**src/rtl/vga_layer_stack.sv**
```systemverilog
// vga_layer_stack: priority compositor for N layer channels with frame-aligned enables and collision report
module vga_layer_stack #(
  parameter int LAYERS = 7,
  parameter int RGB_W = 12,
  parameter int COUNT_W = 11,
  parameter logic [RGB_W-1:0] BG_RGB = '0
) (
  input  logic                    clk,
  input  logic                    rst,
  input  logic [COUNT_W-1:0]      hcount_in,
  input  logic [COUNT_W-1:0]      vcount_in,
  input  logic                    hsync_in,
  input  logic                    vsync_in,
  input  logic                    hblnk_in,
  input  logic                    vblnk_in,
  input  logic [LAYERS*RGB_W-1:0] layer_rgb,
  input  logic [LAYERS-1:0]       layer_opaque,
  input  logic [LAYERS-1:0]       layer_en,
  output logic                    hs,
  output logic                    vs,
  output logic [RGB_W-1:0]        rgb,
  output logic [COUNT_W-1:0]      hcount_out,
  output logic [COUNT_W-1:0]      vcount_out,
  output logic                    frame_tick,
  output logic [LAYERS-1:0]       collision,
  output logic [LAYERS-1:0]       en_active
);
  localparam int PC_W = $clog2(LAYERS) + 1;
  logic [COUNT_W-1:0]      hcount_q, vcount_q, hcount_out_q, vcount_out_q;
  logic                    hsync_q, vsync_q, hblnk_q, vblnk_q, hs_q, vs_q;
  logic [LAYERS*RGB_W-1:0] lrgb_q;
  logic [LAYERS-1:0]       opq_q, en_q, en_d, coll_acc_q, coll_acc_d, coll_q, coll_d;
  logic [LAYERS-1:0]       eff, contrib;
  logic [RGB_W-1:0]        rgb_q, rgb_d, sel;
  logic [PC_W-1:0]         pc;
  logic                    tick_q, rise;
  // pick the highest-index enabled opaque layer and count how many overlap
  always_comb begin
    eff = opq_q & en_q;
    pc = '0;
    sel = BG_RGB;
    for (int k = 0; k < LAYERS; k++) begin
      pc = pc + PC_W'(eff[k]);
      sel = eff[k] ? lrgb_q[k*RGB_W +: RGB_W] : sel;
    end
    contrib = (!hblnk_q && !vblnk_q && pc >= PC_W'(2)) ? eff : '0;
    rise = vblnk_in & ~vblnk_q;
    rgb_d = (hblnk_q || vblnk_q) ? '0 : sel;
    en_d = rise ? layer_en : en_q;
    coll_d = rise ? (coll_acc_q | contrib) : coll_q;
    coll_acc_d = rise ? '0 : (coll_acc_q | contrib);
  end
  // stage 1: capture timing and layer inputs
  always_ff @(posedge clk or posedge rst) begin
    if (rst) begin
      hcount_q <= '0;
      vcount_q <= '0;
      hsync_q  <= 1'b0;
      vsync_q  <= 1'b0;
      hblnk_q  <= 1'b0;
      vblnk_q  <= 1'b0;
      lrgb_q   <= '0;
      opq_q    <= '0;
    end else begin
      hcount_q <= hcount_in;
      vcount_q <= vcount_in;
      hsync_q  <= hsync_in;
      vsync_q  <= vsync_in;
      hblnk_q  <= hblnk_in;
      vblnk_q  <= vblnk_in;
      lrgb_q   <= layer_rgb;
      opq_q    <= layer_opaque;
    end
  end
  // stage 2: registered composited pixel and aligned timing
  always_ff @(posedge clk or posedge rst) begin
    if (rst) begin
      hs_q         <= 1'b0;
      vs_q         <= 1'b0;
      rgb_q        <= '0;
      hcount_out_q <= '0;
      vcount_out_q <= '0;
    end else begin
      hs_q         <= hsync_q;
      vs_q         <= vsync_q;
      rgb_q        <= rgb_d;
      hcount_out_q <= hcount_q;
      vcount_out_q <= vcount_q;
    end
  end
  // frame boundary: latch enables, publish collisions, pulse the tick
  always_ff @(posedge clk or posedge rst) begin
    if (rst) begin
      en_q       <= '1;
      coll_q     <= '0;
      coll_acc_q <= '0;
      tick_q     <= 1'b0;
    end else begin
      en_q       <= en_d;
      coll_q     <= coll_d;
      coll_acc_q <= coll_acc_d;
      tick_q     <= rise;
    end
  end
  assign hs = hs_q;
  assign vs = vs_q;
  assign rgb = rgb_q;
  assign hcount_out = hcount_out_q;
  assign vcount_out = vcount_out_q;
  assign frame_tick = tick_q;
  assign collision = coll_q;
  assign en_active = en_q;
endmodule

```
**config.mk**
```make
export PLATFORM = sky130hd
export DESIGN_NAME = vga_layer_stack
export DESIGN_NICKNAME = d
export VERILOG_FILES = /design/src/rtl/vga_layer_stack.sv
export SDC_FILE = /design/constraint.sdc
export NUM_CORES = 1
export LEC_CHECK = 0
export CAP_MARGIN = 10
export CELL_PAD_IN_SITES_DETAIL_PLACEMENT = 1
export CELL_PAD_IN_SITES_GLOBAL_PLACEMENT = 2
export CORE_MARGIN = 2
export CORE_UTILIZATION = 31
export CTS_CLUSTER_DIAMETER = 120
export DETAILED_ROUTE_END_ITERATION = 6
export PLACE_DENSITY = 0.88
export SLEW_MARGIN = 30
export SYNTH_ARGS = -nofsm -noshare
export SYNTH_HDL_FRONTEND = slang
export SYNTH_SLANG_ARGS = --single-unit
```
**constraint.sdc**
```tcl
create_clock -name clk -period 5.88 [get_ports clk]
set_input_delay 0.588 -clock clk [delete_from_list [all_inputs] [get_ports clk]]
set_output_delay 0.588 -clock clk [all_outputs]
set_load 0.05 [all_outputs]
```
==> results of run 1 <==
placed cells by master, fill, tap and decap left out, types with 12 or more instances in the layout:
cell type	synthesis	routed
clkdlybuf4s50_1	0	176
dfrtp_1	168	168
o21ai_0	35	35
a32oi_1	24	24
inv_1	19	18
nand2_1	17	17
clkbuf_16	0	17
nor2_1	15	15
a31oi_1	15	15
o311a_1	12	12
a211o_1	12	12
worst max-delay path: stages (launching register included):
cell and delay, ns:
dfstp_2 0.69, nand2_1 0.31, fa_1 0.59, inv_1 0.06, fa_1 0.45, ha_1 0.30
a31o_2 0.25, fa_1 0.43, o21a_1 0.28, a31oi_1 0.27, a21oi_1 0.10
per-layer routing:
| metal | share of wire (%) | wire [µm] | global-route usage (%) | vias to the layer above |
|---|---|---|---|---|
| li1 | - | - | - | 1667 |
| met1 | 37 | 6010 | 20.3 | 1901 |
| met2 | 51 | 8260 | 29.6 | 152 |
| met3 | 8.2 | 1330 | 7.73 | 39 |
| met4 | 3.2 | 521 | 7.71 | 2 |
| met5 | 0.081 | 13 | 0 | - |
how the worst max path moves through the flow:
stage	end	slack, ns	cells after the start
2_1_floorplan	coll_acc_q[0]	0.56	1
3_3_place_gp	collision[3]	2.15	11
3_5_place_dp	collision[3]	2.04	10
4_1_cts	collision[3]	1.98	10
5_1_grt	collision[3]	1.73	10
6_report	collision[3]	2.01	10
cell type report:
type,count,area [µm²]
fillers,1802,9720
inverters,19,78.8
flip-flops and latches,175,4390
clock buffers,18,439
repair buffers,178,1780
clock inverters,13,198
multi-input cells,158,1080
well taps,229,287
cell families after synthesis:
kind of cell | after synthesis | synth area share (%)
DFF | 175 | 77.5
adders and majority gates | 4 | 1.28
and+or+nand+nor | 35 | 2.50
buffers and inverters | 41 | 3.54
AOI/OAI and AO/OA | 112 | 13.8
muxes | 7 | 1.39
stage by stage:
stage	setup WS, ns	instance area (µm²)	utilization (%)	cells	hold WS, ns
6_report	2.01	8240	45.9	790	0.348
4_1_cts	1.98	8240	45.9	790	0.351
5_1_grt	1.73	8240	45.9	790	0.357
3_3_place_gp	2.15	7610	42.3	759	0.333
2_1_floorplan	0.558	5660	-	374	0.331
3_5_place_dp	2.04	7610	42.3	759	0.336
synth_stat cells (2+ instances only):
cell	n
o311a_1	12
a211o_1	12
a32oi_1	24
mux2_2	7
fa_1	3
clkbuf_1	6
o21ai_0	35
nor2_1	15
nand2_1	17
buf_2	8
dfrtp_1	168
dlygate4sd1_1	2
inv_1	19
buf_4	3
dfstp_2	7
a31oi_1	15
buf_6	2
a21oi_1	11
sequential cells by signal (all words and copies together) (netlist names), 11 cells and up:
signal,count
hcount_out,11
vcount_out,11
vcount_q,11
lrgb_q,84
hcount_q,11
rgb,12
power groups by stage:
| stage | Clock [mW] | Sequential, mW | Combinational [mW] |
|---|---|---|---|
| finish | 1.20 | 1.35 | 0.465 |
| floorplan | 0 | 1.45 | 0.165 |
| global placement | 0 | 1.37 | 0.455 |
| detailed placement | 0 | 1.37 | 0.466 |
| global route | 1.29 | 1.36 | 0.503 |
| CTS | 1.24 | 1.35 | 0.472 |
==> flow_metrics.tcl, run 1 <==
set metrics [dict create \
    outcome "complete, no violations" \
    critPathLaunch "en_active[3]" \
    p_sw_mw 0.803 \
    drt_iter0_markers 290 \
    ys_seq_area_share_pct 77.5 \
    skew_ns 0.00908 \
    async_reset_ff_share_pct 100 \
    cts_buffers 17 \
    synthTopCellsByArea "dfrtp_1 74%, a32oi_1 3.7%, dfstp_2 3.2%" \
    synth.avg_cell_area_um2 15.1 \
    min_from "vcount_q[3]" \
    r2r_cells 10 \
    min_to "vcount_out[3]" \
    numPortBuffers 176 \
    p_seq_share_pct 44.7 \
    ant_nets 0 \
    r2r-start "en_active[3]" \
    tightest_slew_ns 0.824 \
    final_max_slew_viol_count 0 \
    synth_flop_cell "dfrtp_1" \
    critPathArrivalTime_ns 4.16 \
    track_usage_pct 17.9 \
    cts_tree "done" \
    cts-htree-levels 4 \
    endpoint_kind "flip-flop" \
    start_util_pct 31.5 \
    antenna_found_initial 2 \
    fin_crit_sh_pct 65.7 \
    maxCapViolations 0 \
    max-vdd-ir-drop_mv 0.232 \
    critPathRequiredTime_ns 6.17 \
    clock_latency_ns 0.43 \
    core-area_um2 18000 \
    yosys.cell_types.count 26 \
    holdPathStages 0 \
    die_w_um 139 \
    vias 3761 \
    netSwitchingFraction_pct 26.6 \
    synth_top_area_cell "dfrtp_1" \
    cp_max_fo 16 \
    antenna_cells 0 \
    die_area_um2 19400 \
    synthCells 374 \
    finalPower_mw 3.02 \
    gp_congestion 0.844 \
    cts_buffer_depth 2 \
    synth_nets 504 \
    grt_pass1_vias 4351 \
    hold_buffers 0 \
    ys_warn_count 0 \
    fp-row-count 49 \
    netlist_area_um2 5660 \
    cts_setup_buffers 0 \
    final_nets 679 \
    pwr-share-clk_pct 39.9 \
    cts_root_buf "clkbuf_16" \
    gr-total-overflow 0 \
    drive_gt1_share_pct 9.27 \
    routed_wl_um 16100 \
    critPathKind "flip-flop to flip-flop" \
    setup_tns_ns 0 \
    startpoint_type "flip-flop" \
    p_per_area_nw_per_um2 366 \
    pwr-share-comb_pct 15.4 \
    leakage_nw 3.51 \
    hold_path_class "flip-flop to flip-flop" \
    synth_top_area_share_pct 74.3 \
    p_int_mw 2.21 \
    viasPerCell 4.76 \
    clkTransAtPathRegs_ns 0.07 \
    hold_viol_final 0 \
    pin_count 177 \
    period_minus_slack_ns 3.87 \
    synth_edf_count 0 \
    drc 0 \
    ys_ff_latch 175 \
    clock.fmax_ghz 0.259 \
    area_delta_synth_final_pct 45.6 \
    clock_sinks 175 \
    detail_route.first_pass.iterations 4 \
    post_cts_resized 0 \
    grt_max_degree 109 \
    setup_viol 0 \
    relSlewSlack_pct 45.1 \
    place.detailed.hpwl_um 11800 \
    wire_per_inst_um 20.4 \
    rsz0062_at_grt "false" \
    grt_pass1_wl_um 25700 \
    die_height_um 139 \
    rrSetupSlack_ns 2.01 \
    rr_endpoint "collision[3]" \
]
Note: power is estimated with default switching activity, not from simulation.
==> run 2: changes to the inputs <==
clock period = 3.96 ns   (was 5.88 ns; I/O delays follow)
==> run 2 against run 1 <==
Clock skew fell by 0.0023 ns. Register-to-register slack got worse by 1.8 ns. Die area did not move. Clock-buffer cell count did not move. Flip-flop and latch count did not move. Clock power rose by 38%. Critical path depth rose by 1. Setup slack got worse by 1.8 ns. Worst hold slack improved by 0.0028 ns. Core utilization rose by 0.098 points. First-iteration DRC count fell by 26%. Via count fell by 0.80%. Largest cell class unchanged. Highest routed layer is now met4.
==> flow_metrics.tcl, run 2 (synthesis gave the netlist of run 1 again) <==
set metrics [dict create \
    whs_ns 0.351 \
    p_int_mw 3.12 \
    setup_viol 0 \
    clock.fmax_ghz 0.268 \
    grt_pass1_wl_um 24800 \
    pwr-share-clk_pct 38.1 \
    cts_setup_buffers 0 \
    cts_buffers 17 \
    outcome "complete, no violations" \
    grt_pass1_vias 4313 \
    ant_nets 0 \
    cts_tree "done" \
    startpoint_type "flip-flop" \
    leakage_nw 3.53 \
    fin_crit_sh_pct 94.3 \
    place_worst_setup_slack_ns 0.323 \
    period_minus_slack_ns 3.74 \
    max-vdd-ir-drop_mv 0.308 \
    drc 0 \
    setup_tns_ns 0 \
    cts_root_buf "clkbuf_16" \
    cp_common_cell "fa_1" \
    final_nets 687 \
    hold_viol_final 0 \
    rsz0062_at_grt "false" \
    antenna_found_initial 2 \
    viasPerCell 4.66 \
    final_cell_mix "176 x clkdlybuf4s50_1, 168 x dfrtp_1, 35 x o21ai_0, 24 x a32oi_1, 18 x inv_1" \
    die_height_um 139 \
    p_seq_share_pct 45.4 \
    track_usage_pct 17.1 \
    skew_ns 0.00676 \
    largest_register "lrgb_q" \
    critPathRequiredTime_ns 4.24 \
    clock_sinks 175 \
    detail_route.first_pass.iterations 4 \
    pin_count 177 \
    routed_wl_um 15900 \
    die_w_um 139 \
    critPathArrivalTime_ns 4.02 \
    grt_max_degree 91 \
    die_area_um2 19400 \
    gp_congestion 0.902 \
    cts_buffer_depth 2 \
    place_area_um2 7670 \
    drt_iter0_markers 215 \
    fin_util_pct 46.0 \
    start_util_pct 31.5 \
    hold_path_class "flip-flop to flip-flop" \
    place.detailed.hpwl_um 11500 \
    stdcell_area_um2 8260 \
    tightest_slew_ns 0.847 \
    vias 3731 \
    clock_latency_ns 0.43 \
    core-area_um2 18000 \
    clkTransAtPathRegs_ns 0.07 \
    area_delta_synth_final_pct 45.9 \
    critPathMaxStageDelay_ns 0.54 \
    drive_gt1_share_pct 10.7 \
    cp_max_fo 14 \
    critPathKind "flip-flop to flip-flop" \
    maxCapViolations 0 \
    p_per_area_nw_per_um2 528 \
    netSwitchingFraction_pct 28.5 \
    final_max_slew_viol_count 0 \
    layout_commonest_cell "clkdlybuf4s50_1" \
    pwr-share-comb_pct 16.5 \
    slowest_stage "dfstp_2" \
    relSlewSlack_pct 43.3 \
    fin_ws_ns 0.224 \
    wire_per_inst_um 19.8 \
    path_cells "and2_4 -> inv_1 -> fa_1 -> inv_1 -> fa_1 -> ha_1 -> a31o_2 -> fa_1 -> o21a_1 -> a31oi_1 -> a21oi_1" \
    p_sw_mw 1.24 \
    largest_reg_flops 84 \
    numPortBuffers 176 \
    post_cts_resized 0 \
    gr-total-overflow 0 \
    hold_buffers 0 \
    fp-row-count 49 \
    cts-htree-levels 4 \
    endpoint_kind "flip-flop" \
]
[run 2: power by group through the flow]
| stage | Clock (mW) | Combinational [mW] | Sequential, mW |
|---|---|---|---|
| after floorplan | 0 | 0.245 | 2.16 |
| after global placement | 0 | 0.705 | 2.01 |
| after detailed placement | 0 | 0.722 | 2.01 |
| after CTS | 1.70 | 0.730 | 1.98 |
| after global routing | 1.78 | 0.772 | 2.00 |
| final | 1.66 | 0.721 | 1.98 |
[run 2: layout make-up]
| class | count | area [µm²] |
|---|---|---|
| well taps | 229 | 287 |
| diodes | 1 | 2.50 |
| repair buffers | 186 | 1840 |
| fillers | 1818 | 9700 |
| multi-input cells | 158 | 1080 |
| flip-flops and latches | 175 | 4390 |
| inverters | 19 | 75.1 |
| clock buffers | 18 | 439 |
| clock inverters | 14 | 144 |
[run 2: metal layers]
metal  track usage (%)  wire length [µm]
met5                 0                 0
met3              6.73              1180
met4              6.11               303
met2              28.4              7920
met1              20.1              6470
[run 2: critical path, delay by kind of cell, from the launching register on]
kind            cells  cell delay [ns]
compound gates      4             0.96
fa+ha+maj           4             1.72
buf+inv             2             0.13
flops               1             0.54
simple gates        1             0.23
[run 2: metrics by stage]
step                std cells  total power, mW
finish                    800             4.36
detailed placement        767             2.74
global placement          767             2.71
floorplan                 374             2.40
global route              799             4.55
CTS                       799             4.42
[run 2: worst paths after layout]
path,start,to,slack (ns),cells after the start
max in group asynchronous,rst,lrgb_q[42],2.82,3
worst max-delay path,en_active[1],collision[0],0.22,11
worst min-delay path,vsync_q,vs,0.35,0
min in group asynchronous,rst,vcount_q[0],0.57,3
worst min register to register,vsync_q,vs,0.35,0
worst max register to register,en_active[1],collision[0],0.22,11
==> run 3: changes to the inputs <==
CELL_PAD_IN_SITES_DETAIL_PLACEMENT = default   (was 1)
CELL_PAD_IN_SITES_GLOBAL_PLACEMENT = default   (was 2)
CORE_UTILIZATION = 40   (was 31)
PLACE_DENSITY = 0.79   (was 0.88)
==> run 3 against run 2 <==
Clock power rose by 3%. Wire length down 14%. Combinational power fell by 2%. Via count is 0.54% higher. Sequential share of layout area grew 0.24 points. Power up 0.55%. Final area is 0.45% lower. Register-to-register slack improved by 0.13 ns. Global-route usage rose by 2.5 points. Critical endpoint is now collision[2]. Largest power group unchanged.
==> flow_metrics.tcl, run 3 (synthesis gave the netlist of run 1 again) <==
set metrics [dict create \
    fin_crit_sh_pct 91.0 \
    max-vdd-ir-drop_mv 0.361 \
    p_int_mw 3.28 \
    clock_sinks 175 \
    grt_pass1_vias 3961 \
    cts-htree-levels 4 \
    fp-row-count 43 \
    netSwitchingFraction_pct 25.3 \
    drc 0 \
    stdcell_area_um2 8220 \
    p_sw_mw 1.11 \
    placed_cells 719 \
    pwr-share-comb_pct 16.1 \
    seq_area_um2 4390 \
    critPathKind "flip-flop to flip-flop" \
    gp_congestion 0.862 \
    clock_latency_ns 0.42 \
    cp_max_fo 14 \
    largest_reg_flops 84 \
    place_area_um2 7610 \
    fin_util_pct 59.5 \
    p_per_area_nw_per_um2 534 \
    hold_path_class "flip-flop to flip-flop" \
    critPathArrivalTime_ns 3.87 \
    final_cell_mix "176 x clkdlybuf4s50_1, 168 x dfrtp_1, 35 x o21ai_0, 24 x a32oi_1, 18 x inv_1" \
    largest_register "lrgb_q" \
    final_max_slew_viol_count 0 \
    rsz0062_at_grt "false" \
    grt_max_degree 48 \
    period_minus_slack_ns 3.60 \
    setup_tns_ns 0 \
    maxCapViolations 0 \
    critPathRequiredTime_ns 4.22 \
    cts_root_buf "clkbuf_16" \
    die_area_um2 15100 \
    drt_iter0_markers 234 \
    place_worst_setup_slack_ns 0.369 \
    endpoint_kind "flip-flop" \
    gr-total-overflow 0 \
    wire_per_inst_um 18.3 \
    tightest_slew_ns 0.810 \
    vias 3751 \
    relSlewSlack_pct 45.8 \
    routed_wl_um 13700 \
    place.detailed.hpwl_um 10100 \
    hold_buffers 0 \
    grt_pass1_wl_um 21200 \
    r2r-start "en_active[1]" \
    pin_count 177 \
    critPathLaunch "en_active[1]" \
    final_cell_count_no_fill 749 \
    startpoint_type "flip-flop" \
    outcome "complete, no violations" \
    numPortBuffers 176 \
    area_delta_synth_final_pct 45.2 \
    hold_viol_final 0 \
    leakage_nw 3.54 \
    skew_ns 0.00817 \
    post_cts_resized 0 \
    detail_route.first_pass.iterations 4 \
    cts_tree "done" \
    clkTransAtPathRegs_ns 0.06 \
    whs_ns 0.347 \
    die_height_um 123 \
    pwr-share-clk_pct 38.9 \
    cts_buffer_depth 2 \
    finalPower_mw 4.39 \
    track_usage_pct 19.5 \
    clock.fmax_ghz 0.278 \
    setup_viol 0 \
    min_from "vcount_q[4]" \
    antenna_found_initial 0 \
    start_util_pct 40.9 \
    antenna_cells 0 \
    ant_nets 0 \
    fin_ws_ns 0.357 \
    die_w_um 123 \
    multi_input_area_um2 1080 \
    drive_gt1_share_pct 10.2 \
    cts_buffers 17 \
    cts_setup_buffers 0 \
    p_seq_share_pct 45.1 \
    core-area_um2 13800 \
    fill_cells 1067 \
    viasPerCell 5.01 \
    final_nets 688 \
    layout_commonest_cell "clkdlybuf4s50_1" \
]
run 3: cell types whose count changed in the layout (fill, tap and decap cells not counted), sizes merged:
cell | before | now
inv | 27 | 19
bufinv | 1 | 4
clkbuf | 18 | 20
clkinv | 1 | 3
buf | 10 | 11
clkinvlp | 4 | 3
diode | 1 | 0
run 3: worst paths after layout:
kind                            endpoint  slack [ns]  depth (start not counted)
max reg2reg                 collision[2]        0.36                         11
max in group asynchronous         rgb[0]        2.47                          3
min in group asynchronous     lrgb_q[63]        0.46                          2
min                        vcount_out[4]        0.35                          0
min reg2reg                vcount_out[4]        0.35                          0
max                         collision[2]        0.36                         11
run 3: layout make-up:
class / count / share of cell area [%]
inverters: 19 / 0.913
flip-flops and latches: 175 / 53.4
repair buffers: 187 / 22.4
multi-input cells: 158 / 13.1
well taps: 180 / 2.74
clock buffers: 20 / 5.43
clock inverters: 10 / 1.98
run 3: layer usage:
metal	global-route usage [%]	share of wire [%]
met4	5.75	1.6
met1	23.4	38
met3	9.13	10
met2	31.7	50
met5	0	0
run 3: critical path: stages (launching register included):
cell     delay (ns)
dfstp_2        0.53
and2_4         0.23
inv_1          0.08
fa_1           0.50
inv_1          0.05
fa_1           0.46
ha_1           0.30
a31o_2         0.25
fa_1           0.43
o21a_1         0.27
a31oi_1        0.26
a21oi_1        0.10
run 3: power by group through the flow:
stage	Clock [mW]	Combinational, mW	Sequential, mW
4_1_cts	1.74	0.711	1.98
5_1_grt	1.83	0.758	1.99
2_1_floorplan	0	0.245	2.16
3_5_place_dp	0	0.709	2.01
3_3_place_gp	0	0.695	2.01
6_report	1.71	0.705	1.98
